==> src/rtl/shield_pkg.sv <==
// Shared types for the shield controller and the shield renderer:
// direction encoding, controller FSM states and press-resolution helper.
package shield_pkg;

    // Direction encoding driven onto the renderer's rotate input
    typedef enum logic [1:0] {
        UP    = 2'b00,
        DOWN  = 2'b01,
        RIGHT = 2'b10,
        LEFT  = 2'b11
    } dir_t;

    typedef enum logic [1:0] {
        IDLE     = 2'b00,
        PENDING  = 2'b01,
        COOLDOWN = 2'b10
    } state_t;

    typedef struct packed {
        logic valid;
        dir_t dir;
    } press_t;

    // Pick a single winner among same-cycle press events: up > down > left > right
    function automatic press_t resolve_press(input logic up,
                                             input logic down,
                                             input logic left,
                                             input logic right);
        press_t res;
        res.valid = up | down | left | right;
        res.dir   = UP;
        if (up) begin
            res.dir = UP;
        end else if (down) begin
            res.dir = DOWN;
        end else if (left) begin
            res.dir = LEFT;
        end else if (right) begin
            res.dir = RIGHT;
        end
        return res;
    endfunction

endpackage

==> src/rtl/debouncer.sv <==
// Two-flop synchronizer followed by a consecutive-cycle debouncer for one
// raw push button. press_out pulses for one cycle when the debounced level
// rises; a release produces no pulse.
module debouncer #(
    parameter int DEBOUNCE_CYCLES = 742500
) (
    input  logic clk_in,
    input  logic rst_in,
    input  logic raw_in,
    output logic level_out,
    output logic press_out
);

    localparam int            CW   = $clog2(DEBOUNCE_CYCLES + 1);
    localparam logic [CW-1:0] LAST = CW'(DEBOUNCE_CYCLES - 1);

    logic          sync_p0;
    logic          sync_p1;
    logic [CW-1:0] count;
    logic          differ;
    logic          expire;

    assign differ = (sync_p1 != level_out);
    // Count reaches its last value on the DEBOUNCE_CYCLES-th differing cycle
    assign expire = differ && (count == LAST);

    // Bring the asynchronous button into the clock domain
    always_ff @(posedge clk_in) begin
        if (rst_in) begin
            sync_p0 <= 1'b0;
            sync_p1 <= 1'b0;
        end else begin
            sync_p0 <= raw_in;
            sync_p1 <= sync_p0;
        end
    end

    // Count consecutive disagreeing cycles; flip the level when the run completes
    always_ff @(posedge clk_in) begin
        if (rst_in) begin
            count     <= '0;
            level_out <= 1'b0;
            press_out <= 1'b0;
        end else begin
            press_out <= expire && !level_out;
            if (!differ) begin
                count <= '0;
            end else if (expire) begin
                count     <= '0;
                level_out <= ~level_out;
            end else begin
                count <= count + 1'b1;
            end
        end
    end

endmodule

==> src/rtl/shield_controller.sv <==
// Shield direction controller: debounces four buttons, turns presses into a
// pending direction and applies it only right after a frame start so the
// rendered shield never tears, then ignores presses for a few frames.
module shield_controller
    import shield_pkg::*;
#(
    parameter int DEBOUNCE_CYCLES = 742500,
    parameter int COOLDOWN_FRAMES = 4
) (
    input  logic       clk_in,
    input  logic       rst_in,
    input  logic       btn_up_in,
    input  logic       btn_down_in,
    input  logic       btn_left_in,
    input  logic       btn_right_in,
    input  logic       new_frame_in,
    output logic [1:0] rotate_out,
    output logic       changed_out,
    output logic       busy_out
);

    // A zero cooldown still needs a one-bit counter to keep the logic legal
    localparam int                 COOL_W    = (COOLDOWN_FRAMES > 0) ? $clog2(COOLDOWN_FRAMES + 1) : 1;
    localparam logic [COOL_W-1:0]  COOL_LOAD = COOL_W'(COOLDOWN_FRAMES);
    localparam logic [COOL_W-1:0]  COOL_ONE  = COOL_W'(1);

    logic [3:0]  unused_level;
    logic        press_up;
    logic        press_down;
    logic        press_left;
    logic        press_right;
    press_t      press;

    state_t              state;
    state_t              state_next;
    dir_t                pending;
    dir_t                pending_next;
    dir_t                rotate;
    dir_t                rotate_next;
    logic                changed_next;
    logic [COOL_W-1:0]   cool;
    logic [COOL_W-1:0]   cool_next;

    debouncer #(.DEBOUNCE_CYCLES(DEBOUNCE_CYCLES)) u_up (
        .clk_in   (clk_in),
        .rst_in   (rst_in),
        .raw_in   (btn_up_in),
        .level_out(unused_level[0]),
        .press_out(press_up)
    );

    debouncer #(.DEBOUNCE_CYCLES(DEBOUNCE_CYCLES)) u_down (
        .clk_in   (clk_in),
        .rst_in   (rst_in),
        .raw_in   (btn_down_in),
        .level_out(unused_level[1]),
        .press_out(press_down)
    );

    debouncer #(.DEBOUNCE_CYCLES(DEBOUNCE_CYCLES)) u_left (
        .clk_in   (clk_in),
        .rst_in   (rst_in),
        .raw_in   (btn_left_in),
        .level_out(unused_level[2]),
        .press_out(press_left)
    );

    debouncer #(.DEBOUNCE_CYCLES(DEBOUNCE_CYCLES)) u_right (
        .clk_in   (clk_in),
        .rst_in   (rst_in),
        .raw_in   (btn_right_in),
        .level_out(unused_level[3]),
        .press_out(press_right)
    );

    assign press      = resolve_press(press_up, press_down, press_left, press_right);
    assign rotate_out = rotate;
    assign busy_out   = (state != IDLE);

    // Next-state logic: capture presses, commit on frame start, count down cooldown
    always_comb begin
        state_next   = state;
        pending_next = pending;
        rotate_next  = rotate;
        changed_next = 1'b0;
        cool_next    = cool;
        case (state)
            IDLE: begin
                // A coincident frame start is ignored here; the change waits a frame
                if (press.valid && (press.dir != rotate)) begin
                    pending_next = press.dir;
                    state_next   = PENDING;
                end
            end
            PENDING: begin
                if (press.valid && (press.dir == rotate)) begin
                    pending_next = press.dir;
                    state_next   = IDLE;
                end else if (new_frame_in) begin
                    // A press in the same cycle as the frame start overrides the stored one
                    rotate_next  = press.valid ? press.dir : pending;
                    pending_next = press.valid ? press.dir : pending;
                    changed_next = 1'b1;
                    cool_next    = COOL_LOAD;
                    state_next   = (COOLDOWN_FRAMES == 0) ? IDLE : COOLDOWN;
                end else if (press.valid) begin
                    pending_next = press.dir;
                end
            end
            COOLDOWN: begin
                // Presses are dropped here, not queued
                if (new_frame_in) begin
                    if (cool > COOL_ONE) begin
                        cool_next = cool - 1'b1;
                    end else begin
                        cool_next  = '0;
                        state_next = IDLE;
                    end
                end
            end
            default: begin
                state_next = IDLE;
            end
        endcase
    end

    // Controller state, direction and pulse registers
    always_ff @(posedge clk_in) begin
        if (rst_in) begin
            state       <= IDLE;
            pending     <= UP;
            rotate      <= UP;
            changed_out <= 1'b0;
            cool        <= '0;
        end else begin
            state       <= state_next;
            pending     <= pending_next;
            rotate      <= rotate_next;
            changed_out <= changed_next;
            cool        <= cool_next;
        end
    end

endmodule

==> config.mk <==
export PLATFORM = sky130hd
export DESIGN_NAME = shield_controller
export DESIGN_NICKNAME = d
export VERILOG_FILES = /design/src/rtl/shield_pkg.sv /design/src/rtl/debouncer.sv /design/src/rtl/shield_controller.sv
export SDC_FILE = /design/constraint.sdc
export NUM_CORES = 1
export LEC_CHECK = 0
export BUFFER_PORTS_ARGS = -buffer_cell sky130_fd_sc_hd__buf_2
export CORE_UTILIZATION = 55
export CTS_CLUSTER_SIZE = 10
export DETAILED_ROUTE_END_ITERATION = 8
export PLACE_DENSITY = 0.71
export SLEW_MARGIN = 20
export SYNTH_ARGS = -nofsm -noshare
export SYNTH_HDL_FRONTEND = slang
export SYNTH_HIERARCHICAL = 1
export SYNTH_SLANG_ARGS = --single-unit
==> constraint.sdc <==
create_clock -name clk_in -period 4.2 [get_ports clk_in]
set_input_delay 0.84 -clock clk_in [delete_from_list [all_inputs] [get_ports clk_in]]
set_output_delay 0.84 -clock clk_in [all_outputs]
set_load 0.02 [all_outputs]
==> summary.md <==
| Metric | Value |
|---|---|
| Measured slew at the worst slew-check pin | 0.5339 ns |
| Hold Fails Final Rpt | 0 |
| Hold Crit Class | flip-flop to flip-flop |
| Asr flop ratio synth | 0 |
| Post-synthesis compound-gate area fraction | 0.08445 |
| Synth Area per Inst | 8.747 sq um |
| CP Data Required Time | 3.36 ns |
| Total Routed Length | 8947 um |
| RR Startpoint | u_down/count[0] |
| CP Capture Type | output port |
| Layout cells sized above 1 | 0.1155 |
| Cts repair resizes | 0 |
| Critical-path maximum fanout | 8 |
| FF-to-FF path depth | 5 |
| Flops & latches, synth | 106 |
| Largest family of logic cells by synthesized area | simple AND/OR/NAND/NOR gates |
| Die Wd | 96.71 um |
| Routability cong. | 0.8079 |
| PD cells | 317.9 nW/um^2 |
| Largest net degree at the start of global routing | 34 |
| Worst Slack Setup Final | 2.131 ns |
| Total power | 0.001678 W |
| Adder-cell share of the synthesized area | 0.01522 |
| Clk Latency, worst-skew pair | 0.36 ns |
| Ant diodes | 0 |
| DRC viols | 0 |
| Average vias per placed instance | 5.629 |
| Total number of vias | 3873 |
| Initial Utilization | 0.5657 |
| Post-synthesis xor/xnor area fraction | 0.09942 |
| Max IR drop VDD | 0.2395 mV |
| GRT Overall Usage | 0.2001 |
| Sequential-to-total area share from yosys stat | 0.4301 |
| Grt total ovfl | 0 |
| Mapped cell area | 4933 sq um |
| Max incr delay on CP | 0.40 ns |
| F_max | 483.4 MHz |
| Area Overhead vs Synth | 7.025% |
| CTS Root Cell | clkbuf_8 |
| H-Tree Depth | 3 |
| First-pass GRT wire length | 15880 um |
| CTS tree | done |
| Final core utilization | 0.6055 |
| Die Y | 96.71 um |
| Antenna Violating Nets Remaining | 0 |
| Dpl hpwl | 6377 um |
| Synth cell count leaders | dfxtp_1 (106), nor2_1 (81), xnor2_1 (44) |
| CP Cell Sequence | or2_2 > buf_2 |
| Static Leak | 1.565 nW |
| Max cap viols | 0 |
| Hold Crit Endpoint | u_left/sync_p1 |
| R2R Setup Slk | 2.22 ns |
| Final #Nets | 588 |
| Hold path cells | 1 |
| Die ar. | 9353 sq um |
| Num CTS Buffers | 9 |
| Status | finished, final reports clean |
| Top cells by area, synth | dfxtp_1 (43%), xnor2_1 (7.8%), nor2_1 (6.2%) |
| Port buffer count | 10 |
| 1st-pass router iterations | 4 |
| Vias in the first global route | 3620 |
| Simple-gate share of the synthesized area | 0.3300 |
| Slowest CP cell | dfxtp_1 |
| RSZ-0062 raised after global routing | false |
| Post-synth EDFFs | 0 |
| Clock-pin slew on the worst setup and hold paths | 0.10 ns |
| Initial antenna violation count | 2 |
| Worst min-delay path startpoint | u_left/sync_p0 |
| Syn. warnings | 6 |
| Fin crit period | 2.069 ns |
| Distinct cell type count after synthesis | 48 |
| Post-route setup TNS | 0 ns |
| Worst Path Arrival | 1.23 ns |
| Syn Inst Count | 564 |
| Placeable Area | 8721 sq um |
| Top Family by Delay on Critical Path | flip-flops |
| Synth area leader | dfxtp_1 |
| Clock buffer depth | 2 |
| DRT iter0 DRCs | 154 |
| CP Launch Type | flip-flop |
| Top_reg_cell synth | dfxtp_1 |
| Post-Place Worst Slack | 2.233 ns |
| Hold_buf cts | 0 |
| Worst clock skew | 0.01133 ns |
| Final setup viols | 0 |
| Final Cycle Share | 0.4925 |
| WS Path Type | flip-flop to output port |
| Row count | 34 |
| Top-area cell type share of the netlist area | 0.4301 |
| CP Buf/Inv Count | 1 |
| Post-CTS Setup Bufs | 0 |
| Io pins | 11 |
| WHS | 0.4526 ns |
| Final Max Tran Viols | 0 |
| Crit Reg-Reg Endpoint | u_down/count[18] |
| Slew headroom | 0.6441 |
| Routed wire per std cell | 13.00 um |
| Most frequent cell after synthesis | dfxtp_1 |
| Mux cell area share after synthesis | 0.01014 |
| CTS sink cnt | 106 |
| Mapped Nets | 577 |
-- sequential cells by signal (all words and copies together) (netlist names), 2 cells and up --
signal         flops
state              2
u_down/count      20
u_left/count      20
u_up/count        20
rotate_out         2
cool               3
u_right/count     20
pending            2
-- power breakdown --
part / total [W] / internal (W) / leakage [nW] / switching, W
Sequential: 0.00101 / 0.00101 / 0.855 / 0.00000246
Clock: 0.000641 / 0.000287 / 0.103 / 0.000354
Combinational: 0.0000257 / 0.00000887 / 0.607 / 0.0000168
-- layout by cell type (no fill, tap or decap), types with 16 or more instances in the layout --
cell     instances
or3_1           24
inv_1           20
a21oi_1         24
nor2_1          81
o21ai_0         24
nand4_1         16
nand2_1         30
nor4_1          16
xnor2_1         44
dfxtp_1        106
nand3_1         31
-- metal layers --
metal / part of all wire / vias to the layer above / wire length [um] / GRT usage
li1: - / 2011 / - / -
met4: 0.0054 / 2 / 48 / 0.05281
met2: 0.44 / 49 / 3966 / 0.3120
met3: 0.034 / 6 / 303 / 0.05419
met5: 0.00089 / - / 8 / 0
met1: 0.52 / 1805 / 4619 / 0.2739
-- layout make-up --
type                       count  area (sq um)
multi-input combinational    424          2660
clock buffer                   9         123.9
clock inverter                 7         83.83
sequential                   106          2122
inverter                      20         75.07
timing repair buffer          14         80.08
tap                          108         135.1
fill                         764          3441
-- cells by family (layout without fill, tap and decap cells) --
logic type,count (synthesis),after routing
muxes,5,5
AOI/OAI and AO/OA,71,71
xor gates and xnor gates,56,56
adders and majority gates,6,6
buffers and inverters,34,50
and+or+nand+nor,286,286
DFF,106,106
-- worst max path at each step --
stage | startpoint | endpoint | slack, ns | cells past startpoint
2_1_floorplan | u_down/count[0] | u_down/count[18] | 2.42 | 5
3_3_place_gp | rst_in | u_up/count[3] | 2.27 | 5
3_5_place_dp | u_left/count[0] | u_left/count[18] | 2.23 | 5
4_1_cts | state[0] | busy_out | 2.11 | 2
5_1_grt | state[0] | busy_out | 2.07 | 2
6_report | state[0] | busy_out | 2.13 | 2
-- per-stage QoR --
step | std cells | area [sq um]
after floorplan | 564 | 4933
after global placement | 672 | 5072
after detailed placement | 672 | 5072
after CTS | 688 | 5280
after global routing | 688 | 5280
final | 688 | 5280
Note: power is estimated with default switching activity, not from simulation.
